===== src/rtl/fpu_pkg.sv =====
// fpu_pkg: shared FPU widths, alignment constants and the aligner state type.
//   EXP_W        biased exponent width
//   MAN_W        mantissa width including the hidden bit
//   GRS_W        guard/round/sticky width
//   ALIGN_EXT_W  mantissa plus guard and round positions
//   ALIGN_SAT_D  exponent difference at or beyond which every mantissa bit is shifted out
package fpu_pkg;

    localparam int EXP_W       = 8;
    localparam int MAN_W       = 24;
    localparam int GRS_W       = 3;
    localparam int ALIGN_EXT_W = MAN_W + 2;
    localparam int ALIGN_SAT_D = 26;

    typedef enum logic [1:0] {
        IDLE  = 2'd0,
        SHIFT = 2'd1,
        DONE  = 2'd2
    } align_state_t;

endpackage


===== src/rtl/fp_exponent_aligner_if.sv =====
// fp_exponent_aligner_if: operand/result handshake bundle of the exponent aligner.
//   in_valid/in_ready    operand pair handshake (master drives in_valid)
//   a_e, a_m, b_e, b_m   operand exponents and mantissas (hidden bit at MSB)
//   out_valid/out_ready  aligned result handshake (master drives out_ready)
//   out_e                larger exponent
//   out_big_m            unshifted mantissa of the larger-exponent operand
//   out_small_m          aligned mantissa of the smaller-exponent operand
//   out_grs              {guard, round, sticky}
//   out_swap             1 when B had the larger exponent
// master = operand source / result sink, slave = the aligner.
interface fp_exponent_aligner_if;
    import fpu_pkg::*;

    logic             in_valid;
    logic             in_ready;
    logic [EXP_W-1:0] a_e;
    logic [MAN_W-1:0] a_m;
    logic [EXP_W-1:0] b_e;
    logic [MAN_W-1:0] b_m;
    logic             out_valid;
    logic             out_ready;
    logic [EXP_W-1:0] out_e;
    logic [MAN_W-1:0] out_big_m;
    logic [MAN_W-1:0] out_small_m;
    logic [GRS_W-1:0] out_grs;
    logic             out_swap;

    modport master (
        output in_valid, a_e, a_m, b_e, b_m, out_ready,
        input  in_ready, out_valid, out_e, out_big_m, out_small_m, out_grs, out_swap
    );

    modport slave (
        input  in_valid, a_e, a_m, b_e, b_m, out_ready,
        output in_ready, out_valid, out_e, out_big_m, out_small_m, out_grs, out_swap
    );

endinterface


===== src/rtl/align_shift_step.sv =====
// align_shift_step: combinational right shift of the extended mantissa by k (0..STEP),
// reporting whether any 1 bit fell off the bottom.
//   ext_in   extended mantissa {mantissa, guard, round}
//   k        shift amount, 0..STEP
//   ext_out  ext_in >> k
//   dropped  OR of the k bits shifted out
module align_shift_step
    import fpu_pkg::*;
#(
    parameter int STEP = 4,
    localparam int K_W = $clog2(STEP + 1)
) (
    input  logic [ALIGN_EXT_W-1:0] ext_in,
    input  logic [K_W-1:0]         k,
    output logic [ALIGN_EXT_W-1:0] ext_out,
    output logic                   dropped
);

    logic [ALIGN_EXT_W-1:0] drop_mask;

    assign drop_mask = ~({ALIGN_EXT_W{1'b1}} << k);
    assign ext_out   = ext_in >> k;
    assign dropped   = |(ext_in & drop_mask);

endmodule


===== src/rtl/fp_exponent_aligner.sv =====
// fp_exponent_aligner: pre-add alignment; picks the larger exponent and right-shifts the
// other mantissa by the exponent difference, STEP bits per cycle, collecting guard/round/sticky.
//   clk    rising-edge clock
//   rst_n  asynchronous active-low reset
//   bus    fp_exponent_aligner_if.slave (operand and result handshakes)
// Optional build macro ALIGN_FAST_SAT_EN: differences of ALIGN_SAT_D or more finish in one
// cycle instead of iterating; results are bit-identical either way, only latency changes.
module fp_exponent_aligner
    import fpu_pkg::*;
#(
    parameter int STEP = 4
) (
    input logic                  clk,
    input logic                  rst_n,
    fp_exponent_aligner_if.slave bus
);

    localparam int K_W = $clog2(STEP + 1);

    align_state_t           state;
    logic                   swap_q;
    logic [EXP_W-1:0]       e_q;
    logic [EXP_W-1:0]       rem_q;
    logic [MAN_W-1:0]       big_q;
    logic [ALIGN_EXT_W-1:0] ext_q;
    logic                   sticky_q;

    logic                   swap;
    logic [EXP_W-1:0]       d;
    logic [MAN_W-1:0]       small_m;
    logic                   fast_sat;
    logic [K_W-1:0]         k;
    logic [ALIGN_EXT_W-1:0] ext_nx;
    logic                   dropped;

    assign swap    = bus.b_e > bus.a_e;
    assign d       = swap ? bus.b_e - bus.a_e : bus.a_e - bus.b_e;
    assign small_m = swap ? bus.a_m : bus.b_m;

`ifdef ALIGN_FAST_SAT_EN
    // Everything shifts out anyway, so skip straight to the saturated result.
    assign fast_sat = d >= EXP_W'(ALIGN_SAT_D);
`else
    assign fast_sat = 1'b0;
`endif

    assign k = (rem_q < EXP_W'(STEP)) ? K_W'(rem_q) : K_W'(STEP);

    align_shift_step #(.STEP(STEP)) u_step (
        .ext_in  (ext_q),
        .k       (k),
        .ext_out (ext_nx),
        .dropped (dropped)
    );

    always_ff @(posedge clk or negedge rst_n) begin
        if (!rst_n) begin
            state    <= IDLE;
            swap_q   <= 1'b0;
            e_q      <= '0;
            rem_q    <= '0;
            big_q    <= '0;
            ext_q    <= '0;
            sticky_q <= 1'b0;
        end else begin
            case (state)
                IDLE: if (bus.in_valid) begin
                    swap_q <= swap;
                    e_q    <= swap ? bus.b_e : bus.a_e;
                    big_q  <= swap ? bus.b_m : bus.a_m;
                    if (fast_sat) begin
                        rem_q    <= '0;
                        ext_q    <= '0;
                        sticky_q <= |small_m;
                        state    <= DONE;
                    end else begin
                        rem_q    <= d;
                        ext_q    <= {small_m, 2'b00};
                        sticky_q <= 1'b0;
                        state    <= (d == '0) ? DONE : SHIFT;
                    end
                end
                SHIFT: begin
                    ext_q    <= ext_nx;
                    sticky_q <= sticky_q | dropped;
                    rem_q    <= rem_q - EXP_W'(k);
                    if (rem_q == EXP_W'(k)) state <= DONE;
                end
                DONE: if (bus.out_ready) state <= IDLE;
                default: state <= IDLE;
            endcase
        end
    end

    assign bus.in_ready    = state == IDLE;
    assign bus.out_valid   = state == DONE;
    assign bus.out_e       = e_q;
    assign bus.out_big_m   = big_q;
    assign bus.out_small_m = ext_q[ALIGN_EXT_W-1:2];
    assign bus.out_grs     = {ext_q[1], ext_q[0], sticky_q};
    assign bus.out_swap    = swap_q;

endmodule


===== src/flat_wrapper.sv =====
// flat-port wrapper written by rule: the top's interface ports become plain ports
module fp_exponent_aligner_flat import fpu_pkg::*;
#(
    parameter int STEP = 4
)
  (clk, rst_n, bus_in_valid, bus_a_e, bus_a_m, bus_b_e, bus_b_m, bus_out_ready, bus_in_ready, bus_out_valid, bus_out_e, bus_out_big_m, bus_out_small_m, bus_out_grs, bus_out_swap);
  fp_exponent_aligner_if bus_i ();
  input logic clk;
  input logic rst_n;
  input wire logic [$bits(bus_i.in_valid)-1:0] bus_in_valid;
  input wire logic [$bits(bus_i.a_e)-1:0] bus_a_e;
  input wire logic [$bits(bus_i.a_m)-1:0] bus_a_m;
  input wire logic [$bits(bus_i.b_e)-1:0] bus_b_e;
  input wire logic [$bits(bus_i.b_m)-1:0] bus_b_m;
  input wire logic [$bits(bus_i.out_ready)-1:0] bus_out_ready;
  output wire logic [$bits(bus_i.in_ready)-1:0] bus_in_ready;
  output wire logic [$bits(bus_i.out_valid)-1:0] bus_out_valid;
  output wire logic [$bits(bus_i.out_e)-1:0] bus_out_e;
  output wire logic [$bits(bus_i.out_big_m)-1:0] bus_out_big_m;
  output wire logic [$bits(bus_i.out_small_m)-1:0] bus_out_small_m;
  output wire logic [$bits(bus_i.out_grs)-1:0] bus_out_grs;
  output wire logic [$bits(bus_i.out_swap)-1:0] bus_out_swap;
  assign bus_i.in_valid = bus_in_valid;
  assign bus_i.a_e = bus_a_e;
  assign bus_i.a_m = bus_a_m;
  assign bus_i.b_e = bus_b_e;
  assign bus_i.b_m = bus_b_m;
  assign bus_i.out_ready = bus_out_ready;
  assign bus_in_ready = bus_i.in_ready;
  assign bus_out_valid = bus_i.out_valid;
  assign bus_out_e = bus_i.out_e;
  assign bus_out_big_m = bus_i.out_big_m;
  assign bus_out_small_m = bus_i.out_small_m;
  assign bus_out_grs = bus_i.out_grs;
  assign bus_out_swap = bus_i.out_swap;
  fp_exponent_aligner #(.STEP(STEP)) u_core (.clk(clk), .rst_n(rst_n), .bus(bus_i));
endmodule

===== config.mk =====
export PLATFORM = sky130hd
export DESIGN_NAME = fp_exponent_aligner_flat
export DESIGN_NICKNAME = d
export VERILOG_FILES = /design/src/rtl/fpu_pkg.sv /design/src/rtl/fp_exponent_aligner_if.sv /design/src/rtl/align_shift_step.sv /design/src/rtl/fp_exponent_aligner.sv /design/src/flat_wrapper.sv
export SDC_FILE = /design/constraint.sdc
export NUM_CORES = 1
export LEC_CHECK = 0
export BUFFER_PORTS_ARGS = -buffer_cell sky130_fd_sc_hd__buf_2
export CORE_MARGIN = 5
export CORE_UTILIZATION = 49
export DETAILED_ROUTE_END_ITERATION = 8
export GPL_ROUTABILITY_DRIVEN = 1
export PLACE_DENSITY = 0.85
export SLEW_MARGIN = 10
export SYNTH_ARGS = -nofsm -noshare
export SYNTH_HDL_FRONTEND = slang
export SYNTH_HIERARCHICAL = 1
export SYNTH_SLANG_ARGS = --single-unit

===== constraint.sdc =====
create_clock -name clk -period 2.6 [get_ports clk]
set_input_delay 0.13 -clock clk [delete_from_list [all_inputs] [get_ports clk]]
set_output_delay 0.13 -clock clk [all_outputs]
set_load 0.03 [all_outputs]

Word level (Yosys, flattened, before mapping) --
Index checks and enable logic that the tools add are counted.
Word-level totals: flip-flop bits (word level) 70, bits in latches 0, memory bits (writable) 0, bits in read-only memories 0, bits of input ports 68, output and inout port bits 62, memories 0
Operators by class: add/subtract/negate cells 3, multiply operators 0, div/mod/pow operators 0, $lt $le $gt $ge 2, equality and inequality tests 6, shift operators 2, muxes and demuxes 16, bitwise operators 3, reduce and logical (&&, ||, !) cells 7
Operators with widths (count):
- $pmux W26 S2 | 1
- $mux W24 | 2
- $and A26 B26 Y26 | 1
- $mux W26 | 1
- $not A26 Y26 | 1
- $reduce_or A26 Y1 | 1
- $shl A26 B3 Y26 const A | 1
- $shr A26 B3 Y26 | 1
- $mux W8 | 3
- $pmux W8 S2 | 1
- $sub A8 B8 Y8 | 2
- $eq A8 B3 Y1 | 1
- $gt A8 B8 Y1 | 1
- $logic_not A8 Y1 | 1
- $lt A8 B3 Y1 const B | 1
- $mux W2 | 4
- $sub A8 B3 Y8 | 1
- $pmux W2 S3 | 1
- $ne A2 B2 Y1 const B | 2
- $reduce_and A2 Y1 | 2
- $mux W3 | 1
- $reduce_and A3 Y1 | 1
- $eq A2 B1 Y1 const B | 1
- $eq A2 B2 Y1 const B | 1
- other kinds (6) | 6

Longest topological paths before layout --
word-level depth 8, gate-level depth with buffers 11

By module --
The synthesis kept the hierarchy.
By module, submodules not included:
- fp_exponent_aligner | instances 1, cells an instance 434, area each 4038.9 um^2
- align_shift_step | instances 1, cells an instance 95, area each 908.4 um^2

Worst setup path after synthesis --
Ideal clock, no wire load.
path kind reg-to-reg, start point register u_core.rem_q[4], end point register u_core.ext_q[6], library setup time 133 ps, arrival time 2377 ps, required time 2467 ps, setup slack 90 ps, stages on the path, launching flop included 9, path buffers 1, clock period less this slack 2510 ps, cells stage by stage dfrtp_1 nor4_1 nand2_1 nor2_1 buf_6 mux2_4 mux4_2 a22oi_1 o21ai_0
On the way: longest elaborated chain between the ends 4
Ends and longest elaborated chain:
- start, declared | RTL line fp_exponent_aligner.sv:23 | logic [EXP_W-1:0] rem_q;
- start signal, assigned | RTL line fp_exponent_aligner.sv:86 | rem_q <= rem_q - EXP_W'(k);
- $lt A8 B3 Y1 | RTL line fp_exponent_aligner.sv:47 | assign k = (rem_q < EXP_W'(STEP)) ? K_W'(rem_q) : K_W'(STEP);
- $mux W3 | RTL line fp_exponent_aligner.sv:47
- net u_core.k[2] | RTL line fp_exponent_aligner.sv:32 | logic [K_W-1:0] k;
- $shr A26 B3 Y26 | RTL line align_shift_step.sv:22 | assign ext_out = ext_in >> k;
- net u_core.ext_nx[6] | RTL line fp_exponent_aligner.sv:33 | logic [ALIGN_EXT_W-1:0] ext_nx;
- $pmux W26 S2 | RTL line fp_exponent_aligner.sv:66 | case (state)
- end signal, assigned | RTL line fp_exponent_aligner.sv:78 | ext_q <= {small_m, 2'b00};
- end signal, assigned | RTL line fp_exponent_aligner.sv:84 | ext_q <= ext_nx;
- end, declared | RTL line fp_exponent_aligner.sv:25 | logic [ALIGN_EXT_W-1:0] ext_q;
The timed path passes the listed nets, and every way through them passes these cells. A chain may end at the register's enable or synchronous reset.

Worst setup path in the final report --
start point register u_core.rem_q[4], end point register u_core.ext_q[12]
Same word-level chain as after synthesis.

==> run summary <==
Hold Path Class -> in2reg
worst slew pin tran -> 1.010 ns
fmax -> 408.3 MHz
Initial Utilization -> 0.5038
Fillers -> 889
DR DRC count -> 0
IO Pins -> 130
CTS tree -> done
Synth Area in Adders -> 0.04856
FF-to-FF End -> u_core/ext_q[12]
FF-to-FF path depth -> 9
critical path arrival -> 2.67 ns
register area -> 1752 µm²
vias in the first global route -> 4688
largest net degree at the start of global routing -> 77
commonest non-fill, non-tap cell in the layout -> buf_2
mapped cell area -> 4947 µm²
PortBufs -> 129
Required @ worst endpoint -> 2.82 ns
ys flop type -> dfrtp_1
CP Launch Type -> flip-flop
Final Max Slew Viols -> 0
die footprint -> 12210 µm²
top-area cell type share of the netlist area -> 0.3541
H-tree depth -> 3
complex-gate fraction of the synthesized area -> 0.1755
Sink Count -> 70
crit-path max FO -> 12
first-pass GRT wire length -> 23260 µm
Hold Crit Endpoint -> u_core/state[1]
Max-Cap Viols -> 0
Total Routing Usage GR -> 0.2261
P_leak -> 3.118 nW
Routed Antenna Nets -> 0
# setup viols final -> 0
syn nets -> 615
XOR/XNOR share of the synthesized area -> 0.01062
initial antenna violation count -> 0
First-pass DRT Iterations -> 5
root buffer cell -> clkbuf_8
final core utilization -> 0.6152
Hold Worst Slack -> 0.08273 ns
VDD IR max -> 0.0006374 V
EDFF count, synth -> 0
hold path depth -> 3
Die Width -> 110.5 µm
Vias/cell -> 5.813
multi-input logic area -> 2982 µm²
Critical Path Sink Type -> flip-flop
Final nets -> 739
Post-Syn Instances -> 529
clk_lat worst skew -> 0.35 ns
postcts setup bufs -> 0
power per cell area -> 1173 nW/µm²
Synth Area in Simple Gates -> 0.1062
via count -> 4598
cell taking the most area after synthesis -> dfrtp_1
worst relative slew slack -> 0.3240
share of layout cells above drive strength 1 -> 0.3055
main combinational cell family by area after synthesis -> multiplexers
Tcrit/Tclk final -> 0.9421
design area -> 6041 µm²
hpwl dp -> 10660 µm
CTS Buf Count -> 9
area growth from synthesis to final layout -> 22.10%
total grt overflow -> 0
RD Place Congestion -> 0.8950
yosys warns -> 6
Avg Cell Area, Syn -> 9.352 µm²
most frequent cells in the layout -> buf_2 (129), mux2i_1 (82), o21ai_0 (75), dfrtp_1 (70), nand2_1 (57)
Post-Route WL -> 14120 µm
Iteration-0 DRC Markers -> 411
drt wl/cell -> 17.85 µm
status -> complete, no violations
Critical R2R Launch -> u_core/rem_q[4]
skew final -> 0.009741 ns
antenna cells -> 0
Crit Path Class -> reg2reg
post-synthesis mux area share -> 0.2534
synth unique cells -> 51
Tmin final -> 2.449 ns
Yosys reg bits -> 70
core area -> 9819 µm²
Seq/Total Area, Yosys -> 0.3541
Fin. Hold Viols -> 0
row cnt -> 36
setup slack, reg-to-reg -> 0.15 ns
Async SR Flop Fraction -> 1.000
placed cell area -> 5774 µm²
Max Root-Sink Buffers -> 2
top post-synthesis cells by area -> dfrtp_1 (35%), mux2i_1 (17%), o21ai_0 (7.6%)
clock-pin slew on the worst setup and hold paths -> 0.08 ns
Die Y -> 110.5 µm
hold_sp -> bus_out_ready
-- report_power, final --
group	switching [mW]	total [mW]	internal [mW]
clock	0.428	0.924	0.496
combinational	2.61	4.10	1.49
sequential	0.463	2.06	1.60
-- metrics by stage --
step                      worst slack [ns]  cells  power [mW]   TNS, ns
after floorplan                    0.08987    529       4.840         0
final                               0.1506    791       7.085         0
after detailed placement           0.02468    773       6.070         0
after global placement             0.09526    773       5.908         0
after global routing              -0.01148    791       7.547  -0.02178
after CTS                          0.06398    790       7.001         0
-- what timing repair did --
item                       in CTS  in global routing
gates resized for setup         0                  6
setup endpoints to repair       0                 21
hold endpoints to repair       31                  0
hold buffers                    1                  0
-- synthesized netlist by cell type (all sizes together), types with 4 or more instances --
library cell,number
a21oi,23
a22oi,25
buf,18
clkbuf,19
dfrtp,70
ha,16
inv,21
mux2,23
mux2i,84
mux4,6
nand2,59
nand2b,5
nor2,24
nor2b,4
nor3,5
o21ai,77
o22ai,4
xnor2,5
-- layout make-up --
type,count,share of cell area
clock inverter,3,0.007042
clock buffer,13,0.02630
inverter,21,0.01305
multi-input combinational,401,0.4936
sequential,70,0.2900
timing repair buffer,150,0.1425
tap,133,0.02755
-- worst max-delay path by stage --
stage / start / end / slack [ns] / cells after the start
5_1_grt: u_core/rem_q[4] / u_core/ext_q[17] / -0.01 / 9
3_5_place_dp: bus_a_e[5] / u_core/state[1] / 0.02 / 11
3_3_place_gp: bus_b_e[0] / u_core/state[1] / 0.1 / 12
2_1_floorplan: u_core/rem_q[4] / u_core/ext_q[6] / 0.09 / 8
4_1_cts: u_core/rem_q[4] / u_core/ext_q[6] / 0.06 / 8
6_report: u_core/rem_q[4] / u_core/ext_q[12] / 0.15 / 9
-- registers in the layout, indices dropped and copies added (netlist names) --
name and cells:
u_core/rem_q 8, u_core/bus.out_e 8, u_core/ext_q 26, u_core/sticky_q 1, u_core/bus.out_big_m 24, u_core/bus.out_swap 1
u_core/state 2
-- worst max-delay path: stages (launching register included) --
cell and delay (ns):
dfrtp_1 0.41, nor4_4 0.32, nand2_2 0.12, nor2_4 0.17
buf_12 0.17, mux2_2 0.37, mux2i_2 0.27, mux2i_1 0.13
a22oi_1 0.23, o21ai_0 0.13
-- cells by family (layout without fill, tap and decap cells) --
kind of cell / Yosys count / count (layout)
AO/OA/AOI/OAI: 147 / 147
XOR/XNOR: 6 / 6
adder cells (fa/ha/maj): 18 / 18
buffers and inverters: 58 / 187
flip-flops: 70 / 70
multiplexers: 113 / 113
other: 1 / 1
AND/OR/NAND/NOR: 116 / 116
-- layer usage --
| layer | global-route usage | wire length (µm) |
|---|---|---|
| met4 | 0.08867 | 358 |
| met2 | 0.3665 | 6776 |
| met5 | 0 | 0 |
| met1 | 0.2950 | 5963 |
| met3 | 0.04869 | 1025 |
Note: power is estimated with default switching activity, not from simulation.
